==> config.mk <==
export PLATFORM = sky130hd
export DESIGN_NAME = rv_div_unit
export DESIGN_NICKNAME = d
export VERILOG_FILES = /design/src/rtl/rv_m_pkg.sv /design/src/rtl/rv_div_step.sv /design/src/rtl/rv_div_unit.sv
export SDC_FILE = /design/constraint.sdc
export NUM_CORES = 1
export LEC_CHECK = 0
export CORE_UTILIZATION = 55
export CTS_BUF_LIST = sky130_fd_sc_hd__clkbuf_8 sky130_fd_sc_hd__clkbuf_16
export DETAILED_ROUTE_END_ITERATION = 16
export DONT_BUFFER_PORTS = 1
export PLACE_DENSITY = 0.82
export SLEW_MARGIN = 20
export SYNTH_ARGS = -nofsm -noshare
export SYNTH_HDL_FRONTEND = slang
export SYNTH_SLANG_ARGS = --single-unit
==> constraint.sdc <==
create_clock -name clk -period 4.3 [get_ports clk]
set_input_delay 0.43 -clock clk [delete_from_list [all_inputs] [get_ports clk]]
set_output_delay 0.43 -clock clk [all_outputs]
set_load 0.01 [all_outputs]
==> src/rtl/rv_m_pkg.sv <==
// Shared definitions for the RV32M divide unit.
//   - funct3[1:0] opcode encodings for DIV/DIVU/REM/REMU
//   - divider FSM state encoding
//   - architectural special-case result constants
package rv_m_pkg;

  localparam logic [1:0] M_DIV  = 2'b00;
  localparam logic [1:0] M_DIVU = 2'b01;
  localparam logic [1:0] M_REM  = 2'b10;
  localparam logic [1:0] M_REMU = 2'b11;

  localparam logic [31:0] DIV_BY_ZERO_Q = 32'hFFFF_FFFF;
  localparam logic [31:0] INT_MIN       = 32'h8000_0000;

  typedef enum logic [1:0] {
    StIdle = 2'b00,
    StRun  = 2'b01,
    StFix  = 2'b10,
    StDone = 2'b11
  } div_state_e;

  // DIV and REM treat their operands as two's complement; DIVU and REMU do not.
  function automatic logic is_signed_op(input logic [1:0] op);
    return ~op[0];
  endfunction

  // Remainder-type ops select the remainder instead of the quotient.
  function automatic logic is_rem_op(input logic [1:0] op);
    return op[1];
  endfunction

endpackage

==> src/rtl/rv_div_step.sv <==
// One radix-2 restoring-division iteration (purely combinational).
//   rem          : current partial remainder (always < divisor)
//   dividend_msb : next dividend bit shifted into the remainder
//   divisor      : divisor magnitude
//   new_rem      : partial remainder after the trial subtraction
//   q_bit        : quotient bit produced by this iteration
module rv_div_step #(
  parameter int unsigned XLEN = 32
) (
  input  logic [XLEN-1:0] rem,
  input  logic            dividend_msb,
  input  logic [XLEN-1:0] divisor,
  output logic [XLEN-1:0] new_rem,
  output logic            q_bit
);

  // The shifted remainder is XLEN+1 bits: with a divisor >= 2^(XLEN-1) the
  // shift can carry out of the top bit and must still take part in the compare.
  logic [XLEN:0] shifted;
  logic [XLEN:0] trial;

  always_comb begin
    shifted = {rem, dividend_msb};
    trial   = shifted - {1'b0, divisor};
    q_bit   = (shifted >= {1'b0, divisor});
    // Since rem < divisor, a successful trial always fits back in XLEN bits.
    new_rem = q_bit ? trial[XLEN-1:0] : shifted[XLEN-1:0];
  end

endmodule

==> src/rtl/rv_div_unit.sv <==
// Iterative RV32M divider (DIV, DIVU, REM, REMU), radix-2 restoring.
//   clk    : rising-edge clock
//   rst_n  : synchronous active-low reset
//   start  : launch request, sampled only in idle
//   opcode : funct3[1:0] (00 DIV, 01 DIVU, 10 REM, 11 REMU)
//   op1    : dividend (rs1)
//   op2    : divisor (rs2)
//   kill   : pipeline flush, aborts an operation in flight
//   busy   : high while iterating / fixing up signs
//   done   : one-cycle pulse, result valid in the same cycle
//   result : quotient or remainder, held until overwritten by the next operation
// Normal operations take 34 cycles from start to done; divide-by-zero and
// signed overflow resolve in idle and pulse done on the following cycle.
module rv_div_unit
  import rv_m_pkg::*;
#(
  parameter int unsigned XLEN  = 32,
  parameter int unsigned CNT_W = 5
) (
  input  logic            clk,
  input  logic            rst_n,
  input  logic            start,
  input  logic [1:0]      opcode,
  input  logic [XLEN-1:0] op1,
  input  logic [XLEN-1:0] op2,
  input  logic            kill,
  output logic            busy,
  output logic            done,
  output logic [XLEN-1:0] result
);

  div_state_e       state_q, state_d;
  logic [CNT_W-1:0] cnt_q, cnt_d;
  // dvd_q starts as the dividend magnitude and fills with quotient bits from
  // the bottom as dividend bits leave the top; after XLEN steps it is the quotient.
  logic [XLEN-1:0]  dvd_q, dvd_d;
  logic [XLEN-1:0]  dsr_q, dsr_d;
  logic [XLEN-1:0]  rem_q, rem_d;
  logic             neg_quo_q, neg_quo_d;
  logic             neg_rem_q, neg_rem_d;
  logic             sel_rem_q, sel_rem_d;
  logic [XLEN-1:0]  result_q, result_d;

  logic [XLEN-1:0]  step_rem;
  logic             step_q_bit;

  logic             signed_op;
  logic             op1_neg;
  logic             op2_neg;
  logic             div_zero;
  logic             sgn_ovf;
  logic [XLEN-1:0]  quo_fixed;
  logic [XLEN-1:0]  rem_fixed;

  rv_div_step #(
    .XLEN(XLEN)
  ) u_step (
    .rem          (rem_q),
    .dividend_msb (dvd_q[XLEN-1]),
    .divisor      (dsr_q),
    .new_rem      (step_rem),
    .q_bit        (step_q_bit)
  );

  // Decode of the launch operands, only meaningful in idle.
  always_comb begin
    signed_op = is_signed_op(opcode);
    op1_neg   = signed_op & op1[XLEN-1];
    op2_neg   = signed_op & op2[XLEN-1];
    div_zero  = (op2 == '0);
    sgn_ovf   = signed_op && (op1 == INT_MIN) && (op2 == '1);
  end

  // Sign fix-up of the unsigned core results.
  always_comb begin
    quo_fixed = neg_quo_q ? (~dvd_q + 1'b1) : dvd_q;
    rem_fixed = neg_rem_q ? (~rem_q + 1'b1) : rem_q;
  end

  always_comb begin
    state_d   = state_q;
    cnt_d     = cnt_q;
    dvd_d     = dvd_q;
    dsr_d     = dsr_q;
    rem_d     = rem_q;
    neg_quo_d = neg_quo_q;
    neg_rem_d = neg_rem_q;
    sel_rem_d = sel_rem_q;
    result_d  = result_q;

    unique case (state_q)
      StIdle: begin
        if (start && !kill) begin
          if (div_zero) begin
            result_d = is_rem_op(opcode) ? op1 : DIV_BY_ZERO_Q;
            state_d  = StDone;
          end else if (sgn_ovf) begin
            result_d = is_rem_op(opcode) ? '0 : INT_MIN;
            state_d  = StDone;
          end else begin
            sel_rem_d = is_rem_op(opcode);
            neg_quo_d = signed_op & (op1[XLEN-1] ^ op2[XLEN-1]);
            neg_rem_d = op1_neg;
            dvd_d     = op1_neg ? (~op1 + 1'b1) : op1;
            dsr_d     = op2_neg ? (~op2 + 1'b1) : op2;
            rem_d     = '0;
            cnt_d     = '0;
            state_d   = StRun;
          end
        end
      end

      StRun: begin
        if (kill) begin
          state_d = StIdle;
        end else begin
          rem_d = step_rem;
          dvd_d = {dvd_q[XLEN-2:0], step_q_bit};
          if (cnt_q == '1) begin
            state_d = StFix;
          end else begin
            cnt_d = cnt_q + 1'b1;
          end
        end
      end

      StFix: begin
        if (kill) begin
          state_d = StIdle;
        end else begin
          result_d = sel_rem_q ? rem_fixed : quo_fixed;
          state_d  = StDone;
        end
      end

      StDone: begin
        // kill here is ignored: the done pulse is already on the output.
        state_d = StIdle;
      end

      default: state_d = StIdle;
    endcase
  end

  always_ff @(posedge clk) begin
    if (!rst_n) begin
      state_q   <= StIdle;
      cnt_q     <= '0;
      dvd_q     <= '0;
      dsr_q     <= '0;
      rem_q     <= '0;
      neg_quo_q <= 1'b0;
      neg_rem_q <= 1'b0;
      sel_rem_q <= 1'b0;
      result_q  <= '0;
    end else begin
      state_q   <= state_d;
      cnt_q     <= cnt_d;
      dvd_q     <= dvd_d;
      dsr_q     <= dsr_d;
      rem_q     <= rem_d;
      neg_quo_q <= neg_quo_d;
      neg_rem_q <= neg_rem_d;
      sel_rem_q <= sel_rem_d;
      result_q  <= result_d;
    end
  end

  always_comb begin
    busy   = (state_q == StRun) || (state_q == StFix);
    done   = (state_q == StDone);
    result = result_q;
  end

endmodule

### Yosys cells after proc, flatten, opt, wreduce, memory -nomap -nowiden

Index checks and enable logic that the tools add are counted.

| cells by class | value |
|---|---|
| add/sub/neg operators | 6 |
| magnitude comparators | 1 |
| equal/unequal tests | 14 |
| mux-type cells | 36 |
| bitwise logic cells | 11 |
| reductions and logical operators | 14 |

Operators with widths:

| cell | count |
|---|---|
| $mux W32 | 20 |
| $pmux W32 S2 | 3 |
| $add A32 B1 Y32 const B | 4 |
| $not A32 Y32 | 4 |
| $eq A32 B32 Y1 const B | 2 |
| $ge A33 B32 Y1 | 1 |
| $logic_not A32 Y1 | 1 |
| $sub A32 B32 Y32 | 1 |
| $mux W5 | 5 |
| $mux W2 | 6 |
| $ne A2 B2 Y1 const B | 6 |
| $pmux W5 S2 | 1 |
| $pmux W2 S4 | 1 |
| $reduce_and A4 Y1 | 2 |
| $ne A3 B3 Y1 const B | 2 |
| $reduce_and A6 Y1 | 1 |
| $add A5 B1 Y5 const B | 1 |
| $eq A5 B5 Y1 const B | 1 |
| $reduce_and A5 Y1 | 1 |
| $eq A2 B2 Y1 const B | 2 |
| $reduce_bool A2 Y1 | 2 |
| $and A1 B1 Y1 | 3 |
| $logic_and A1 B1 Y1 | 3 |
| $not A1 Y1 | 3 |
| other kinds (6) | 6 |

| storage, ports and cells | value |
|---|---|
| bits in registers | 138 |
| bits of input ports | 70 |
| output and inout bits | 34 |
| word-level logic and storage cells | 91 |

### Longest topological paths before layout

| depth | value |
|---|---|
| depth in word-level cells | 7 |
| mapped depth | 12 |
| depth with buffers taken out | 12 |

### Cells and area by module

From an unflattened synthesis, not the netlist that was laid out.

| second synthesis, totals | value |
|---|---|
| cell total of the unflattened synthesis | 1459 |
| area, all modules | 11101.9 µm² |

Modules (own cells, without submodules):

| module | times used | cells each | area each (µm²) | sequential area each (µm²) |
|---|---|---|---|---|
| rv_div_unit | 1 | 1097 | 8740.9 | 2762.6 |
| rv_div_step | 1 | 362 | 2361.0 | 0.0 |

### Worst setup path before layout

OpenSTA, ideal clock, no wires.

| timing | value |
|---|---|
| path type | reg-to-reg |
| from | register rem_q[0] |
| to | register dvd_q[0] |
| library setup time | 0.132 ns |
| data arrival time | 2.784 ns |
| data required time | 4.168 ns |
| setup slack | 1.384 ns |
| stages on the path, launching flop included | 11 |
| buffers on the path | 1 |
| period minus slack after synthesis | 2.916 ns |
| path through | dfxtp_1 -> ha_1 -> nor2b_1 -> o31a_1 -> o31ai_1 -> a211oi_1 -> o21ai_1 -> nand2_1 -> buf_2 -> o21ai_0 -> a21oi_1 |

| on the way | value |
|---|---|
| word-level cells in the longest chain between the ends | 3 |

RTL lines:

| element | line | RTL |
|---|---|---|
| start: declaration | rv_div_unit.sv:38 | `logic [XLEN-1:0] rem_q, rem_d;` |
| start signal: assignment | rv_div_unit.sv:161 | `rem_q <= rem_d;` |
| $ge A33 B32 Y1 | rv_div_step.sv:25 | `q_bit = (shifted >= {1'b0, divisor});` |
| $mux W32 | rv_div_unit.sv:114 | `if (kill) begin` |
| $pmux W32 S2 | rv_div_unit.sv:91 | `unique case (state_q)` |
| end signal: assignment | rv_div_unit.sv:159 | `dvd_q <= dvd_d;` |
| end: declaration | rv_div_unit.sv:36 | `logic [XLEN-1:0] dvd_q, dvd_d;` |

No other way between the ends. The select of a mux whose other input is x is not followed.
A chain may end at the register's enable or synchronous reset.

### Final worst setup path

| timing | value |
|---|---|
| from | register dvd_q[31] |
| to | register rem_q[30] |

| on the way | value |
|---|---|
| word-level cells in the longest chain between the ends | 4 |
| elaborated cells on any way between the ends | 5 |
| those cells by class | add/sub (1); order compare (1); mux (3) |

RTL lines:

| element | line | RTL |
|---|---|---|
| $sub A32 B32 Y32 / $ge A33 B32 Y1 (equally long branches) | rv_div_step.sv:24, rv_div_step.sv:25 |  |
| $mux W32 * | rv_div_step.sv:27 | `new_rem = q_bit ? trial[XLEN-1:0] : shifted[XLEN-1:0];` |
| $mux W32 * | rv_div_unit.sv:114 |  |
| $pmux W32 S2 * | rv_div_unit.sv:91 |  |

Mark *: on every way between the ends. The rest lies on a longest branch, timed or not. The select of a mux whose other input is x is not followed.

==> results.json <==
{
  "status": "finished clean",
  "criticalPathCategory": "register to register",
  "numClockSinks": 138,
  "cp.required_ns": 4.61,
  "synth-edff-count": 0,
  "cts-root-buf": "clkbuf_16",
  "grt_max_degree": 86,
  "finalHoldViolCount": 0,
  "fin_crit_ns": 3.42,
  "ys_seq_area_frac": 0.263,
  "place_ws_ns": 0.648,
  "initial_utilization": 0.561,
  "wl_um": 30600,
  "worstHoldPathType": "primary input to register",
  "finalSetupTns_ns": 0,
  "holdBufCountCts": 0,
  "drv_slew": 0,
  "drive_above_1_share": 0.0499,
  "worst_slew_pin_slew_ns": 1.15,
  "drtIter0Drc": 1103,
  "synth_cell_types": 72,
  "max_freq_mhz": 293,
  "synthFlopType": "dfxtp_1",
  "drc": 0,
  "hpwl_um": 22500,
  "cts_resized": 0,
  "track_usage": 0.308,
  "start_kind": "register",
  "chipWidth_um": 140,
  "period_share": 0.795,
  "setup_viol": 0,
  "areaGrowthSynthToFinish_pct": 7.39,
  "slew_headroom": 0.236,
  "ys_seq_elements": 138,
  "cts_buffer_depth": 2,
  "gp_congestion": 0.963,
  "grt_pass1_vias": 9481,
  "fp.dieH_um": 140,
  "num_io_pins": 104,
  "core-area_sq_mm": 0.0187,
  "dieArea_sq_mm": 0.0196,
  "vdd_drop_max_uv": 290,
  "syn-instance-count": 1411,
  "rsz0062_at_grt": "false",
  "syn_area_sq_mm": 0.0105,
  "setup_slack_ns": 0.883,
  "firstDrtPassIters": 7,
  "cts_buffers": 17,
  "port-buffer-count": 0,
  "nNetsFinal": 1485,
  "p_leak_uw": 0.00415,
  "cts_tree": "done",
  "wire_per_inst_um": 18.9,
  "synth_async_sr_flop_share": 0,
  "grt-ovfl-total": 0,
  "vias": 10500,
  "critical_path.max_fanout": 4,
  "cts_max_level": 4,
  "grt_pass1_wl_um": 48500,
  "cp_data_arrival_time_ns": 3.73,
  "ant_nets": 0,
  "antenna_cells": 0,
  "antenna_found_initial": 1,
  "viasPerCell": 6.46,
  "power_density_mw_per_mm2": 491,
  "yosysWarningCount": 0,
  "drv_cap": 0,
  "avgSynthCellArea_sq_um": 7.44,
  "cp-end-kind": "register",
  "clock_skew_ns": 0.00782,
  "clk_latency_ns": 0.43,
  "synth_fp_nets": 1525,
  "cts_setup_buffers": 0,
  "rows": 50,
  "clk_pin_slew_ns": 0.06
}
## through the flow
| stage | cell area (sq um) | utilization | total power [uW] | hold slack [ns] | std cells |
|---|---|---|---|---|---|
| 2_1_floorplan | 10500 | - | 3360 | 0.451 | 1411 |
| 3_3_place_gp | 10600 | 0.568 | 3850 | 0.475 | 1586 |
| 3_5_place_dp | 10600 | 0.568 | 3890 | 0.486 | 1586 |
| 4_1_cts | 11300 | 0.602 | 5480 | 0.119 | 1618 |
| 5_1_grt | 11300 | 0.603 | 5840 | 0.126 | 1618 |
| 6_report | 11300 | 0.603 | 5540 | 0.119 | 1618 |
## cells in the final DEF, fill, tap and decap left out, types with 14 or more instances in the layout
cell type / count
o211ai_1: 21
or3_1: 17
nand3_1: 22
nor2_1: 131
nor3_1: 32
xor2_1: 79
o31ai_1: 28
nor4_1: 14
clkbuf_16: 17
nand4_1: 19
ha_1: 43
a21oi_1: 114
nand2_1: 160
o41ai_1: 18
buf_4: 16
dfxtp_1: 138
a21o_1: 16
o21ai_0: 115
inv_1: 61
a211oi_1: 36
mux2i_1: 18
xnor2_1: 63
## metal layers
metal	global-route usage	vias up	share of wire
met1	0.395	4812	0.43
met3	0.0629	87	0.088
li1	-	5063	-
met4	0.118	0	0.030
met5	0	-	0
met2	0.509	491	0.45
## cells by family after synthesis
group | synth area share
adders and majority gates | 0.0532
and+or+nand+nor | 0.218
AOI/OAI and AO/OA | 0.279
DFF | 0.263
xor gates and xnor gates | 0.118
muxes | 0.0172
buffers and inverters | 0.0511
## state kept, by name, indices dropped and copies added, names as in the netlist
name and cells:
cnt_q 5, dvd_q 32, rem_q 32, sel_rem_q 1, dsr_q 32, result 32, neg_quo_q 1, neg_rem_q 1
state_q 2
## cells in the mapped netlist, drive strengths merged (3+ instances only)
| cell type | count | area (sq um) |
|---|---|---|
| a221oi | 5 | 43.8 |
| clkbuf | 59 | 221 |
| a41oi | 3 | 26.3 |
| nor3 | 33 | 176 |
| buf | 17 | 86.3 |
| xnor2 | 63 | 552 |
| nand3 | 23 | 120 |
| a21o | 16 | 120 |
| o311a | 6 | 60.1 |
| a32o | 4 | 40.0 |
| ha | 43 | 538 |
| and2 | 11 | 68.8 |
| xor2 | 79 | 692 |
| nand2 | 160 | 601 |
| nor4b | 4 | 41.3 |
| a21boi | 5 | 37.5 |
| a311oi | 6 | 52.6 |
| nand4b | 3 | 26.3 |
| a32oi | 10 | 87.6 |
| o21bai | 4 | 30.0 |
| nand2b | 11 | 68.8 |
| o21ai | 117 | 597 |
| nor2b | 8 | 50.1 |
| or3 | 18 | 118 |
| o31ai | 28 | 210 |
| o22ai | 13 | 81.3 |
| dfxtp | 138 | 2760 |
| o41ai | 18 | 158 |
| nor2 | 133 | 499 |
| a22o | 13 | 114 |
| nand4 | 19 | 119 |
| o21a | 3 | 22.5 |
| inv | 59 | 221 |
| a221o | 6 | 60.1 |
| and3 | 9 | 56.3 |
| a31oi | 11 | 68.8 |
| a211oi | 36 | 270 |
| mux2i | 18 | 180 |
| o211ai | 21 | 158 |
| a21oi | 115 | 587 |
| nor4 | 15 | 100 |
| o31a | 3 | 26.3 |
| or2 | 12 | 75.1 |
| or4 | 13 | 97.6 |
## power breakdown
part / switching, uW / internal, uW / total (uW)
logic: 1470 / 854 / 2330
clock network: 563 / 1040 / 1600
registers: 177 / 1430 / 1610
## area by class of cell
type                            instances  area (sq um)
Multi-Input combinational cell       1136          7210
Sequential cell                       138          2760
Clock buffer                           22           494
Inverter                               61           229
Timing Repair Buffer                   17           140
Clock inverter                         10           146
Fill cell                            1676          7430
Tap cell                              234           293
## path summary, 6_finish.rpt
kind	startpoint	endpoint	slack, ns	depth (start not counted)
max	dvd_q[31]$_SDFFE_PN0P_	rem_q[30]$_SDFFE_PN0P_	0.88	12
min	rst_n	dvd_q[23]$_SDFFE_PN0P_	0.12	1
max reg2reg	dvd_q[31]$_SDFFE_PN0P_	rem_q[30]$_SDFFE_PN0P_	0.88	12
min reg2reg	dsr_q[18]$_SDFFE_PN0P_	dsr_q[18]$_SDFFE_PN0P_	0.50	2
## critical path, stage by stage, from the launching register on
cell and delay [ns]:
dfxtp_1 0.34, inv_1 0.20, ha_1 0.22, inv_1 0.05, fa_1 0.40, a21o_1 0.19, a221o_1 0.36, a22oi_1 0.34
a21oi_1 0.20, a21o_1 0.25, a221oi_1 0.36, xor2_1 0.28, o31ai_1 0.09
Power figures use the tool's default switching activity.
